<file path="config.mk">
export PLATFORM = sky130hd
export DESIGN_NAME = led_mux_n
export DESIGN_NICKNAME = d
export VERILOG_FILES = /design/src/rtl/led_mux_n.sv
export SDC_FILE = /design/constraint.sdc
export NUM_CORES = 1
export LEC_CHECK = 0
export ABC_AREA = 0
export BUFFER_PORTS_ARGS = -buffer_cell sky130_fd_sc_hd__buf_2
export CAP_MARGIN = 10
export CORE_AREA = 2 2 148 150
export CTS_CLUSTER_DIAMETER = 80
export CTS_CLUSTER_SIZE = 40
export DETAILED_ROUTE_END_ITERATION = 6
export DIE_AREA = 0 0 150 152
export MAX_ROUTING_LAYER = met4
export PLACE_DENSITY = 0.44
export SLEW_MARGIN = 0
export SYNTH_ARGS = -nofsm -noshare
export SYNTH_HDL_FRONTEND = slang
export SYNTH_SLANG_ARGS = --single-unit
</file>
<file path="constraint.sdc">
create_clock -name clk -period 2.1 [get_ports clk]
set_input_delay 0.105 -clock clk [delete_from_list [all_inputs] [get_ports clk]]
set_output_delay 0.105 -clock clk [all_outputs]
set_load 0.03 [all_outputs]
</file>
<file path="src/rtl/led_mux_n.sv">
// Multiplexed seven-segment driver with a double-buffered digit memory and frame-aligned commit.
// Optional brightness control is compiled in with LED_MUX_DIM_EN (adds the bright input).
module led_mux_n #(
  parameter  int DIGITS         = 8,
  parameter  int DIV            = 1250,
  parameter  int GUARD          = 16,
  parameter  int SEG_ACTIVE_LOW = 1,
  parameter  int EN_ACTIVE_LOW  = 1,
  localparam int AW             = (DIGITS > 2) ? $clog2(DIGITS) : 1
) (
  input  logic              clk,
  input  logic              nrst,
  input  logic              wr_en,
  input  logic [AW-1:0]     wr_addr,
  input  logic [5:0]        wr_data,
  input  logic              commit,
`ifdef LED_MUX_DIM_EN
  input  logic [3:0]        bright,
`endif
  output logic              commit_pending,
  output logic              frame_start,
  output logic [7:0]        dataout,
  output logic [DIGITS-1:0] en
);

  localparam int CW = $clog2(DIV);
  localparam logic [5:0] BLANK = 6'b100000;

  function automatic logic [7:0] decode(input logic [5:0] d);
    logic [6:0] g;
    case (d[3:0])
      4'h0: g = 7'h3F;  4'h1: g = 7'h06;  4'h2: g = 7'h5B;  4'h3: g = 7'h4F;
      4'h4: g = 7'h66;  4'h5: g = 7'h6D;  4'h6: g = 7'h7D;  4'h7: g = 7'h07;
      4'h8: g = 7'h7F;  4'h9: g = 7'h6F;  4'hA: g = 7'h77;  4'hB: g = 7'h7C;
      4'hC: g = 7'h39;  4'hD: g = 7'h5E;  4'hE: g = 7'h79;  default: g = 7'h71;
    endcase
    return d[5] ? 8'h00 : {d[4], g};
  endfunction

  function automatic logic [7:0] seg_pol(input logic [7:0] s);
    return (SEG_ACTIVE_LOW != 0) ? ~s : s;
  endfunction

  function automatic logic [DIGITS-1:0] en_pol(input logic [DIGITS-1:0] e);
    return (EN_ACTIVE_LOW != 0) ? ~e : e;
  endfunction

  logic [CW-1:0]     cnt;
  logic [AW-1:0]     idx;
  logic [5:0]        staging [DIGITS];
  logic [5:0]        active  [DIGITS];
  logic              tick, wrap, copy;
  logic              lit_p0;
  logic [DIGITS-1:0] onehot_p0;
  logic [7:0]        seg_p0;

  assign tick = (cnt == CW'(DIV - 1));
  assign wrap = tick && (idx == AW'(DIGITS - 1));
  // A commit arriving on the wrap cycle itself is honoured immediately.
  assign copy = wrap && (commit_pending || commit);

`ifdef LED_MUX_DIM_EN
  logic [3:0] bright_q;
  logic [3:0] bright_eff;

  always_ff @(posedge clk or negedge nrst) begin
    if (!nrst)          bright_q <= 4'hF;
    else if (cnt == '0) bright_q <= bright;
  end

  assign bright_eff = (cnt == '0) ? bright : bright_q;

  always_comb begin
    lit_p0 = 1'b0;
    if (int'(cnt) >= GUARD)
      lit_p0 = ((int'(cnt) - GUARD) * 16) < ((DIV - GUARD) * (int'(bright_eff) + 1));
  end
`else
  assign lit_p0 = (int'(cnt) >= GUARD);
`endif

  assign onehot_p0 = {{(DIGITS-1){1'b0}}, 1'b1} << idx;
  assign seg_p0    = decode(active[idx]);

  // Scan prescaler and digit index.
  always_ff @(posedge clk or negedge nrst) begin
    if (!nrst) begin
      cnt <= '0;
      idx <= '0;
    end else begin
      cnt <= tick ? '0 : cnt + CW'(1);
      if (tick) idx <= (idx == AW'(DIGITS - 1)) ? '0 : idx + AW'(1);
    end
  end

  // Digit memories: the copy reads pre-write staging because both update on the same edge.
  always_ff @(posedge clk or negedge nrst) begin
    if (!nrst) begin
      for (int i = 0; i < DIGITS; i++) begin
        staging[i] <= BLANK;
        active[i]  <= BLANK;
      end
    end else begin
      if (wr_en && (32'(wr_addr) < DIGITS)) staging[wr_addr] <= wr_data;
      if (copy)
        for (int i = 0; i < DIGITS; i++) active[i] <= staging[i];
    end
  end

  always_ff @(posedge clk or negedge nrst) begin
    if (!nrst) begin
      commit_pending <= 1'b0;
      frame_start    <= 1'b0;
    end else begin
      frame_start <= wrap;
      if (wrap)        commit_pending <= 1'b0;
      else if (commit) commit_pending <= 1'b1;
    end
  end

  // Output stage: one cycle behind cnt/idx, polarity applied last.
  always_ff @(posedge clk or negedge nrst) begin
    if (!nrst) begin
      en      <= en_pol('0);
      dataout <= seg_pol(8'h00);
    end else begin
      en      <= en_pol(lit_p0 ? onehot_p0 : '0);
      dataout <= seg_pol(seg_p0);
    end
  end

endmodule

</file>
==> results.env <==
OUTCOME='completed'
SLEW_HEADROOM=0.6244
SYNTH_TOP_CELL_BY_AREA='sky130_fd_sc_hd__dfrtp_1'
CRIT_PATH_START_KIND='flop'
FINAL.SETUP.TNS_PS=0
SYNTH_CELL_TYPES=42
PIN_COUNT_OF_THE_BIGGEST_NET_ENTERING_GLOBAL_ROUTING=49
RR_STARTPOINT='idx[1]'
WORST_R2R_ENDPOINT='dataout[3]'
PLACE_CONGESTION=0.7708
DIE_WIDTH_UM=150
MAXIMUM_RESISTIVE_DROP_ON_VDD_mV=0.4173
NUM_IO_PINS=31
ROW_COUNT=54
POWER_DENSITY_nW_PER_UM2=866.4
FINAL_WORST_CLOCK_SKEW_PS=8.188
WORST-PATH-MAX-FANOUT=5
SYNTH_LARGEST_TYPE_AREA_FRACTION=0.4275
NUMPORTBUFFERS=30
GRT_PASS1_WL_UM=19350
CRITICAL_PATH.ENDPOINT_TYPE='flop'
NUMCLOCKSINKS=128
FLOORPLAN.INITIALDENSITY=0.2632
DRCVIOLATIONCOUNT=0
HOLD_CLASS='input pin to flop'
CTS-BUFFERS-INSERTED=17
UNREPAIRED_SETUP_ENDPOINTS_AFTER_GLOBAL_ROUTING='true'
INSTANCES_NO_FILL=746
SYN-NUM-NETS=414
SYNTH_EDF_COUNT=0
PLACE_INST=711
FIRST_ITER_VIOLATIONS=110
CP_DATA_REQUIRED_TIME_PS=2440
CAP_VIOLATIONS=0
POWER.STATIC_LEAKAGE_uW=0.003109
R2R.WORST_PATH.CELLS=6
FINAL_LAYOUT_SIZE_SUFFIX_GT1_FRAC=0.5279
POSTSYNTHREGISTERBITS=128
SYNTH_FF_TYPE='sky130_fd_sc_hd__dfrtp_1'
CORE_REGION_AREA_SQ_UM=21350
SYNTH_AREA_SQ_UM=5619
ANTENNA_FOUND_INITIAL=0
ACHIEVABLE-FREQUENCY_MHz=483.7
ANT_NETS=0
CLK_ROOT_BUFFER_CELL='sky130_fd_sc_hd__clkbuf_16'
PERIOD_MINUS_SLACK_PS=2068
LAYOUT.NETS=481
SYNTH_AREA_LEADERS='sky130_fd_sc_hd__dfrtp_1 (43%), sky130_fd_sc_hd__mux2_2 (20%), sky130_fd_sc_hd__dfstp_2 (15%)'
SYNTH_SEQUENTIAL_AREA_RATIO=0.5772
DP.FINAL_HPWL_UM=8084
FIN_CRIT_SH=0.9846
GRT_USAGE=0.1166
POSTSYNTHAREAPERCELL_SQ_UM=14.56
PLACED_INSTANCE_AREA_SQ_UM=6312
CLOCK_TREE.BUFFER_DEPTH=2
REGTOREGSETUPSLACK_PS=30
SYNTH_CELLS=386
NUMBER_OF_GLOBAL_ROUTE_VIAS_BEFORE_REPAIR=3432
VIAS=3257
LAYOUT-AREA-OVERHEAD-VS-SYNTH_PCT=24.11
WORSTMARGINPINSLEW_PS=561.7
ASYNC_FLOP_SHARE=1.000
MIN_TO='staging[13]'
CRITICAL_SETUP_PATH_CLASS='flop to flop'
TIMING.FINAL.WS_SETUP_PS=32.44
HOLD_PATH.STARTPOINT='wr_data[1]'
TIMING.HOLD.WORST_PATH_DEPTH=2
PRE_CTS_SLACK_PS=-35.23
TIMING.CRITICAL_PATH.ARRIVAL_PS=2410
DIODES=0
TIMING_MAX_TRANSITION_VIOLATIONS_FINAL=0
CTS.CLK_SLEW.WORST_PATHS_PS=60
SYNTHESIS.YOSYS.WARNINGS=0
CTS_TREE='built'
FINALHOLDVIOLATIONS=0
SYNTHMOSTINSTANTIATEDCELL='sky130_fd_sc_hd__mux2_2'
FLOORPLAN.DIE_AREA_SQ_UM=22800
DR_VIAS_CELL=4.366
DRT_WL_CELL_UM=15.86
SETUP_VIOL=0
CLOCK_INSERTION_DELAY_WORST_SKEW_PS=420
GRT-OVFL-TOTAL=0
POSTLAYOUTCELLAREA_SQ_UM=6974
FINAL_DESIGN_UTILIZATION=0.3267
WIRELENGTH_UM=11830
CTS_HTREE_LEVELS=4
CHIPHEIGHT_UM=152
DRTPASS1ITERATIONS=4
SYNTH.TOP_CELLS.BY_COUNT='sky130_fd_sc_hd__mux2_2 (102), sky130_fd_sc_hd__dfrtp_1 (96), sky130_fd_sc_hd__dfstp_2 (32)'
[state kept, by name, summed over array words and instances (netlist names)]
| name | count |
|---|---|
| active | 48 |
| frame_start | 1 |
| commit_pending | 1 |
| en | 8 |
| idx | 3 |
| cnt | 11 |
| dataout | 8 |
| staging | 48 |
[cell families after synthesis]
logic type,count (synthesis),synth area share
AOI/OAI and AO/OA,18,0.02249
DFF,128,0.5772
buffers and inverters,27,0.02806
and+or+nand+nor,70,0.06569
adders and majority gates,15,0.03340
xor gates and xnor gates,10,0.01559
muxes,118,0.2576
[metal layers]
metal	share of wire	global-route usage	wire length, um
met5	0	-	0
met4	0.019	0.04762	221
met3	0.034	0.03213	406
met2	0.47	0.1663	5540
met1	0.48	0.1561	5663
[critical path: stages (launching register included)]
cell and delay, ps:
sky130_fd_sc_hd__dfrtp_2 420, sky130_fd_sc_hd__mux4_2 520, sky130_fd_sc_hd__mux2_4 330, sky130_fd_sc_hd__inv_4 90, sky130_fd_sc_hd__ha_4 200, sky130_fd_sc_hd__mux2_2 250, sky130_fd_sc_hd__a32oi_1 180
[how the worst max path moves through the flow]
stage | start | to
after CTS | idx[1] | dataout[5]
after global routing | idx[1] | dataout[6]
after detailed placement | idx[1] | dataout[4]
final | idx[1] | dataout[3]
after floorplan | idx[1] | dataout[3]
after global placement | idx[1] | dataout[6]
[where the power goes]
| group | total (uW) | internal, uW | leakage (uW) | switching [uW] |
|---|---|---|---|---|
| Combinational | 314 | 184 | 0.00124 | 131 |
| Sequential | 2790 | 2700 | 0.00157 | 95.0 |
| Clock | 2940 | 1830 | 0.000300 | 1100 |
| Total | 6040 | 4710 | 0.00311 | 1330 |
[cell type report]
cell class | count | area [sq um]
Fill cell | 2153 | 14380
Sequential cell | 128 | 3246
Multi-Input combinational cell | 231 | 2250
Clock buffer | 21 | 503.0
Timing Repair Buffer | 64 | 466.7
Tap cell | 280 | 350.3
Clock inverter | 11 | 100.1
Inverter | 11 | 58.81
[layout by cell type, fill, tap and decap left out, types with 2 or more instances in the layout]
master	n
sky130_fd_sc_hd__a21oi_1	3
sky130_fd_sc_hd__and4_1	2
sky130_fd_sc_hd__buf_12	4
sky130_fd_sc_hd__buf_2	29
sky130_fd_sc_hd__buf_4	28
sky130_fd_sc_hd__clkbuf_16	19
sky130_fd_sc_hd__clkbuf_8	2
sky130_fd_sc_hd__clkinv_2	3
sky130_fd_sc_hd__clkinv_4	4
sky130_fd_sc_hd__dfrtp_1	94
sky130_fd_sc_hd__dfrtp_2	2
sky130_fd_sc_hd__dfstp_2	32
sky130_fd_sc_hd__dlygate4sd3_1	2
sky130_fd_sc_hd__ha_1	12
sky130_fd_sc_hd__ha_2	2
sky130_fd_sc_hd__inv_1	8
sky130_fd_sc_hd__inv_4	4
sky130_fd_sc_hd__mux2_2	101
sky130_fd_sc_hd__mux2i_1	7
sky130_fd_sc_hd__mux4_1	5
sky130_fd_sc_hd__mux4_2	4
sky130_fd_sc_hd__nand2_1	22
sky130_fd_sc_hd__nand2b_1	2
sky130_fd_sc_hd__nand3_1	9
sky130_fd_sc_hd__nand4_1	2
sky130_fd_sc_hd__nand4b_1	4
sky130_fd_sc_hd__nor2_1	10
sky130_fd_sc_hd__nor2b_1	2
sky130_fd_sc_hd__nor3_1	5
sky130_fd_sc_hd__nor3b_2	2
sky130_fd_sc_hd__nor4_1	3
sky130_fd_sc_hd__o21ai_0	4
sky130_fd_sc_hd__o221ai_1	2
sky130_fd_sc_hd__xnor2_1	8
sky130_fd_sc_hd__xor2_1	2
[per-stage QoR]
stage	hold WS, ps	total power (uW)
finish	32.83	6043
global route	43.11	6330
CTS	22.79	6148
detailed placement	85.42	3158
global placement	80.02	3137
floorplan	-190.6	3005
[repair_timing]
item,4_1_cts,5_1_grt
endpoints found under the hold margin,32,0
gates resized for setup,2,11
hold buffers,2,0
setup buffers,0,1
endpoints found under the setup margin,6,43
pin swaps,0,3
Note: power is estimated with default switching activity, not from simulation.
